File: src/rtl/shift_pkg.sv
// Shared types and constants for the multi-step shift/rotate engine.
package shift_pkg;

    typedef enum logic [2:0] {
        OP_LSL = 3'b000,
        OP_LSR = 3'b001,
        OP_ASR = 3'b010,
        OP_ROL = 3'b011,
        OP_ROR = 3'b100
    } shift_op_e;

    typedef enum logic [1:0] {
        ST_IDLE,
        ST_SHIFT,
        ST_DONE
    } shift_state_e;

    // Op codes at or above this value hold data and ser_out but still consume steps.
    localparam logic [2:0] OP_RESERVED_MIN = 3'b101;

    function automatic logic op_is_reserved(input logic [2:0] op);
        return op >= OP_RESERVED_MIN;
    endfunction

endpackage

File: src/rtl/shift_engine_if.sv
// Request/result handshake bundle between a front end and the shift engine.
interface shift_engine_if #(
    parameter int unsigned WIDTH = 8
);
    localparam int unsigned AW = $clog2(WIDTH);

    logic             in_valid;
    logic             in_ready;
    logic [WIDTH-1:0] in_data;
    logic [2:0]       in_op;
    logic [AW-1:0]    in_amount;
    logic             ser_in;
    logic             out_valid;
    logic             out_ready;
    logic [WIDTH-1:0] data_out;
    logic             ser_out;
    logic             busy;

    modport master (
        output in_valid, in_data, in_op, in_amount, ser_in, out_ready,
        input  in_ready, out_valid, data_out, ser_out, busy
    );

    modport slave (
        input  in_valid, in_data, in_op, in_amount, ser_in, out_ready,
        output in_ready, out_valid, data_out, ser_out, busy
    );

endinterface

File: src/rtl/shift_step.sv
// Combinational single-bit shift/rotate step; reserved ops pass the word through.
module shift_step
    import shift_pkg::*;
#(
    parameter int unsigned WIDTH = 8
) (
    input  logic [WIDTH-1:0] d,
    input  logic [2:0]       op,
    input  logic             fill,
    output logic [WIDTH-1:0] d_next,
    output logic             out_bit
);

    always_comb begin
        d_next  = d;
        out_bit = 1'b0;
        case (op)
            OP_LSL: begin
                d_next  = {d[WIDTH-2:0], fill};
                out_bit = d[WIDTH-1];
            end
            OP_LSR: begin
                d_next  = {fill, d[WIDTH-1:1]};
                out_bit = d[0];
            end
            OP_ASR: begin
                d_next  = {d[WIDTH-1], d[WIDTH-1:1]};
                out_bit = d[0];
            end
            OP_ROL: begin
                d_next  = {d[WIDTH-2:0], d[WIDTH-1]};
                out_bit = d[WIDTH-1];
            end
            OP_ROR: begin
                d_next  = {d[0], d[WIDTH-1:1]};
                out_bit = d[0];
            end
            default: ;
        endcase
    end

endmodule

File: src/rtl/shift_engine.sv
// Multi-step shift/rotate engine: accepts a word, shifts one bit per clock, then
// holds the result until the consumer takes it.
module shift_engine
    import shift_pkg::*;
#(
    parameter int unsigned WIDTH = 8
) (
    input  logic           clk,
    input  logic           rst_n,
    shift_engine_if.slave  bus
);

    localparam int unsigned AW = $clog2(WIDTH);

    shift_state_e     state_q, state_d;
    logic [WIDTH-1:0] data_q, data_d;
    logic [2:0]       op_q, op_d;
    logic [AW-1:0]    cnt_q, cnt_d;
    logic             ser_q, ser_d;
    logic [WIDTH-1:0] step_data;
    logic             step_out;

    shift_step #(
        .WIDTH (WIDTH)
    ) u_step (
        .d       (data_q),
        .op      (op_q),
        .fill    (bus.ser_in),
        .d_next  (step_data),
        .out_bit (step_out)
    );

    always_comb begin
        state_d = state_q;
        data_d  = data_q;
        op_d    = op_q;
        cnt_d   = cnt_q;
        ser_d   = ser_q;
        unique case (state_q)
            ST_IDLE: begin
                if (bus.in_valid) begin
                    data_d  = bus.in_data;
                    op_d    = bus.in_op;
                    cnt_d   = bus.in_amount;
                    state_d = (bus.in_amount == '0) ? ST_DONE : ST_SHIFT;
                end
            end
            ST_SHIFT: begin
                cnt_d = cnt_q - AW'(1);
                // Reserved ops burn the same number of cycles without touching the word.
                if (!op_is_reserved(op_q)) begin
                    data_d = step_data;
                    ser_d  = step_out;
                end
                if (cnt_q == AW'(1)) begin
                    state_d = ST_DONE;
                end
            end
            ST_DONE: begin
                if (bus.out_ready) begin
                    state_d = ST_IDLE;
                end
            end
            default: state_d = ST_IDLE;
        endcase
    end

    always_ff @(posedge clk or negedge rst_n) begin
        if (!rst_n) begin
            state_q <= ST_IDLE;
            data_q  <= '0;
            op_q    <= OP_LSL;
            cnt_q   <= '0;
            ser_q   <= 1'b0;
        end else begin
            state_q <= state_d;
            data_q  <= data_d;
            op_q    <= op_d;
            cnt_q   <= cnt_d;
            ser_q   <= ser_d;
        end
    end

    assign bus.in_ready  = (state_q == ST_IDLE);
    assign bus.out_valid = (state_q == ST_DONE);
    assign bus.busy      = (state_q != ST_IDLE);
    assign bus.data_out  = data_q;
    assign bus.ser_out   = ser_q;

endmodule

File: src/flat_wrapper.sv
// flat-port wrapper written by rule: the top's interface ports become plain ports
module shift_engine_flat import shift_pkg::*;
#(
    parameter int unsigned WIDTH = 8
)
  (clk, rst_n, bus_in_valid, bus_in_data, bus_in_op, bus_in_amount, bus_ser_in, bus_out_ready, bus_in_ready, bus_out_valid, bus_data_out, bus_ser_out, bus_busy);
  shift_engine_if #(.WIDTH(WIDTH)) bus_i ();
  input  logic clk;
  input  logic rst_n;
  input wire logic [$bits(bus_i.in_valid)-1:0] bus_in_valid;
  input wire logic [$bits(bus_i.in_data)-1:0] bus_in_data;
  input wire logic [$bits(bus_i.in_op)-1:0] bus_in_op;
  input wire logic [$bits(bus_i.in_amount)-1:0] bus_in_amount;
  input wire logic [$bits(bus_i.ser_in)-1:0] bus_ser_in;
  input wire logic [$bits(bus_i.out_ready)-1:0] bus_out_ready;
  output wire logic [$bits(bus_i.in_ready)-1:0] bus_in_ready;
  output wire logic [$bits(bus_i.out_valid)-1:0] bus_out_valid;
  output wire logic [$bits(bus_i.data_out)-1:0] bus_data_out;
  output wire logic [$bits(bus_i.ser_out)-1:0] bus_ser_out;
  output wire logic [$bits(bus_i.busy)-1:0] bus_busy;
  assign bus_i.in_valid = bus_in_valid;
  assign bus_i.in_data = bus_in_data;
  assign bus_i.in_op = bus_in_op;
  assign bus_i.in_amount = bus_in_amount;
  assign bus_i.ser_in = bus_ser_in;
  assign bus_i.out_ready = bus_out_ready;
  assign bus_in_ready = bus_i.in_ready;
  assign bus_out_valid = bus_i.out_valid;
  assign bus_data_out = bus_i.data_out;
  assign bus_ser_out = bus_i.ser_out;
  assign bus_busy = bus_i.busy;
  shift_engine #(.WIDTH(WIDTH)) u_core (.clk(clk), .rst_n(rst_n), .bus(bus_i));
endmodule
File: config.mk
export PLATFORM = sky130hd
export DESIGN_NAME = shift_engine_flat
export DESIGN_NICKNAME = d
export VERILOG_FILES = /design/src/rtl/shift_pkg.sv /design/src/rtl/shift_engine_if.sv /design/src/rtl/shift_step.sv /design/src/rtl/shift_engine.sv /design/src/flat_wrapper.sv
export SDC_FILE = /design/constraint.sdc
export NUM_CORES = 1
export LEC_CHECK = 0
export CAP_MARGIN = 20
export CORE_UTILIZATION = 40
export CTS_CLUSTER_DIAMETER = 150
export CTS_CLUSTER_SIZE = 25
export DETAILED_ROUTE_END_ITERATION = 16
export PLACE_DENSITY = 0.68
export SETUP_SLACK_MARGIN = 0.4
export SYNTH_ARGS = -nofsm -noshare
export SYNTH_HDL_FRONTEND = slang
export SYNTH_SLANG_ARGS = --single-unit
File: constraint.sdc
create_clock -name clk -period 1.75 [get_ports clk]
set_input_delay 0.2625 -clock clk [delete_from_list [all_inputs] [get_ports clk]]
set_output_delay 0.2625 -clock clk [all_outputs]
set_load 0.01 [all_outputs]
==> impl_metrics.toml <==
[run_status]
status = "completed"

[cells_and_area]
fin_nets = 206
num_antenna_cells = 0
synthToLayoutAreaGrowth_pct = 58.6
layout_commonest_cell = "buf_4"
utilization_pct = 69.9
fin_area_um2 = 1790
final_cell_mix = "buf_4, clkdlybuf4s50_1, nand2_1"
drive_above_1_share_pct = 38.0

[placement]
placed_cell_area_um2 = 1460
io_buffer_count = 30
gp_congestion = 0.811
dpl.hpwl_um = 2060

[yosys]
syn_nets = 143
synthArstFlopShare_pct = 100
synth_enable_flop_cells = 0
synth_warnings = 0
avgSynthCellArea_um2 = 9.27
yosysSeqAreaShare_pct = 37.6
ys_seq_elements = 17
syn_area_um2 = 1130
synthFlopType = "dfrtp_1"
synth_cells = 122
ys_types = 43

[floorplanning]
ioPinCount = 31
initial_utilization_pct = 44.1
die-area_um2 = 3040
die_height_um = 55.2
std_cell_rows = 18
coreArea_um2 = 2570
die_w_um = 55.2

[clock_network]
cts-buffers-inserted = 3
cts_tree = "done"
cts_sinks = 17
clk_pin_slew_ns = 0.12
clockBufferDepth = 2
htreeDepth = 1
clkLatencyLatePin_ns = 0.31
root_buffer = "clkbuf_4"

[sta]
hold_viol = 0
worst_pin_slew_ns = 0.422
max-slew-margin-rel_pct = 71.8
setup_violations = 0
final.setup.tns_ns = 0
max_freq_mhz = 685
slew_viol_final = 0
post-route-min-period_ns = 1.46
rsz0062_at_grt = "yes"
holdWs_ns = 0.267
fin_crit_sh_pct = 83.4
skew_ns = 0.0156

[power_and_ir_drop]
p_switching_w = 0.00154
sw_frac_of_total_pct = 43.1
power.leakage_nw = 0.830
irDropWorstVdd_mv = 1.20
powerDensity_nw_per_um2 = 1990
power_frac_seq_pct = 22.4
clkPwrFrac_pct = 6.3
internal_power_w = 0.00203
power_frac_comb_pct = 71.3

[global_routing]
grt_pass1_vias = 1060
grt_overflow = 0
antenna_found_initial = 0
use_met3_pct = 2.73
grt_max_degree = 18
grtUsageMet1_pct = 35.3
grt_use_met2_pct = 37.1
grtUsageTotal_pct = 24.3
busiest_layer = "met2"
grt_first_pass_wirelength_um = 5080

[critical_path]
critical-path-max-stage-delay_ns = 0.49
ff2ff_setup_slack_ns = 0.29
endpoint_kind = "register"
startpoint_type = "register"
cp_max_fo = 6
crit_buf_inv = 1
path_cells = "buf_6 -> or3_4 -> a21o_1 -> o211ai_1 -> a22oi_1"
criticalPathCategory = "reg2reg"
path_delay_family = "flip-flops"
worst_ep_arrival_time_ns = 1.64
cpMaxStageDelayCell = "dfrtp_2"
cp.required_ns = 1.93

[route]
drc_errors = 0
vias = 1210
antenna_left = 0
vias_per_cell = 5.65
avgRoutedWirePerCell_um = 16.0
routed_wl_um = 3420
drt-pass1-iter-count = 4
drt_iter0_markers = 39

[worst_hold_path]
hp-class = "in2async"

[flow_run]
maxCapViolations = 0
-- power by group through the flow --
stage          clock network, W  logic, W  registers, W
2_1_floorplan                 0   0.00129      0.000821
3_3_place_gp                  0   0.00174      0.000894
3_5_place_dp                  0   0.00177      0.000902
4_1_cts                0.000219   0.00226      0.000779
5_1_grt                0.000249   0.00277      0.000829
6_report               0.000225   0.00255      0.000800
-- per-layer routing --
| layer | part of all wire, % | vias up |
|---|---|---|
| met5 | 0 | - |
| met4 | 0.85 | 0 |
| met3 | 4.7 | 4 |
| met2 | 47 | 48 |
| met1 | 47 | 580 |
| li1 | - | 578 |
-- cells in the mapped netlist (2+ instances only) --
library cell | number | share of area (%)
mux2_4 | 2 | 2.7
a31oi_1 | 4 | 2.2
ha_1 | 2 | 2.2
a222oi_1 | 4 | 3.5
o22ai_1 | 4 | 2.2
or3_1 | 2 | 1.1
a21oi_1 | 8 | 3.5
nand2_1 | 14 | 4.6
inv_1 | 6 | 2.0
buf_6 | 4 | 4.0
nor2_1 | 4 | 1.3
o21ai_1 | 5 | 2.2
o21ai_0 | 4 | 1.8
inv_2 | 2 | 0.66
mux2_1 | 2 | 2.0
xor2_1 | 2 | 1.5
mux2i_1 | 5 | 4.4
a22oi_1 | 2 | 1.3
nand2b_1 | 3 | 1.7
nand3_1 | 3 | 1.3
buf_2 | 2 | 0.88
dfrtp_1 | 17 | 38
-- state kept, by name, summed over array words and instances (netlist names) --
signal / count
u_core.state_q: 2
u_core.bus.ser_out: 1
u_core.op_q: 3
u_core.bus.data_out: 8
u_core.cnt_q: 3
-- through the flow --
| stage | power [W] | setup WS, ns | std cells |
|---|---|---|---|
| after floorplan | 0.00211 | 0.335 | 122 |
| after global placement | 0.00264 | 0.0955 | 181 |
| after detailed placement | 0.00267 | 0.0525 | 181 |
| after CTS | 0.00326 | 0.268 | 207 |
| after global routing | 0.00384 | 0.240 | 214 |
| final | 0.00358 | 0.290 | 214 |
-- cells by family after synthesis --
kind of cell | synth area share [%]
AO/OA/AOI/OAI | 25.0
XOR/XNOR | 1.55
adder cells (fa/ha/maj) | 2.21
buffers and inverters | 8.96
flip-flops | 37.6
multiplexers | 9.07
AND/OR/NAND/NOR | 15.6
-- area by class of cell --
| type | instances | area, um^2 |
|---|---|---|
| fillers | 209 | 773 |
| multi-input cells | 89 | 683 |
| repair buffers | 65 | 568 |
| flip-flops and latches | 17 | 434 |
| inverters | 9 | 43.8 |
| well taps | 30 | 37.5 |
| clock buffers | 3 | 22.5 |
| clock inverters | 1 | 5.00 |
-- repair_timing --
action	in CTS	in global routing
cloned	1	1
gates resized for setup	39	15
buffers inserted	21	6
hold buffers	0	0
pin swaps	2	8
setup endpoints to repair	22	15
-- final timing paths --
check / from / end / cells after the start
setup / recovery: u_core.op_q[1] / u_core.bus.data_out[6] / 5
hold / removal: rst_n / u_core.state_q[1] / 2
setup reg to reg: u_core.op_q[1] / u_core.bus.data_out[6] / 5
hold reg to reg: u_core.bus.data_out[4] / u_core.bus.data_out[3] / 2
max in group asynchronous: rst_n / u_core.op_q[0] / 2
min in group clk: bus_in_op[2] / u_core.op_q[2] / 3
No activity file was read; power rests on OpenSTA's default activity.
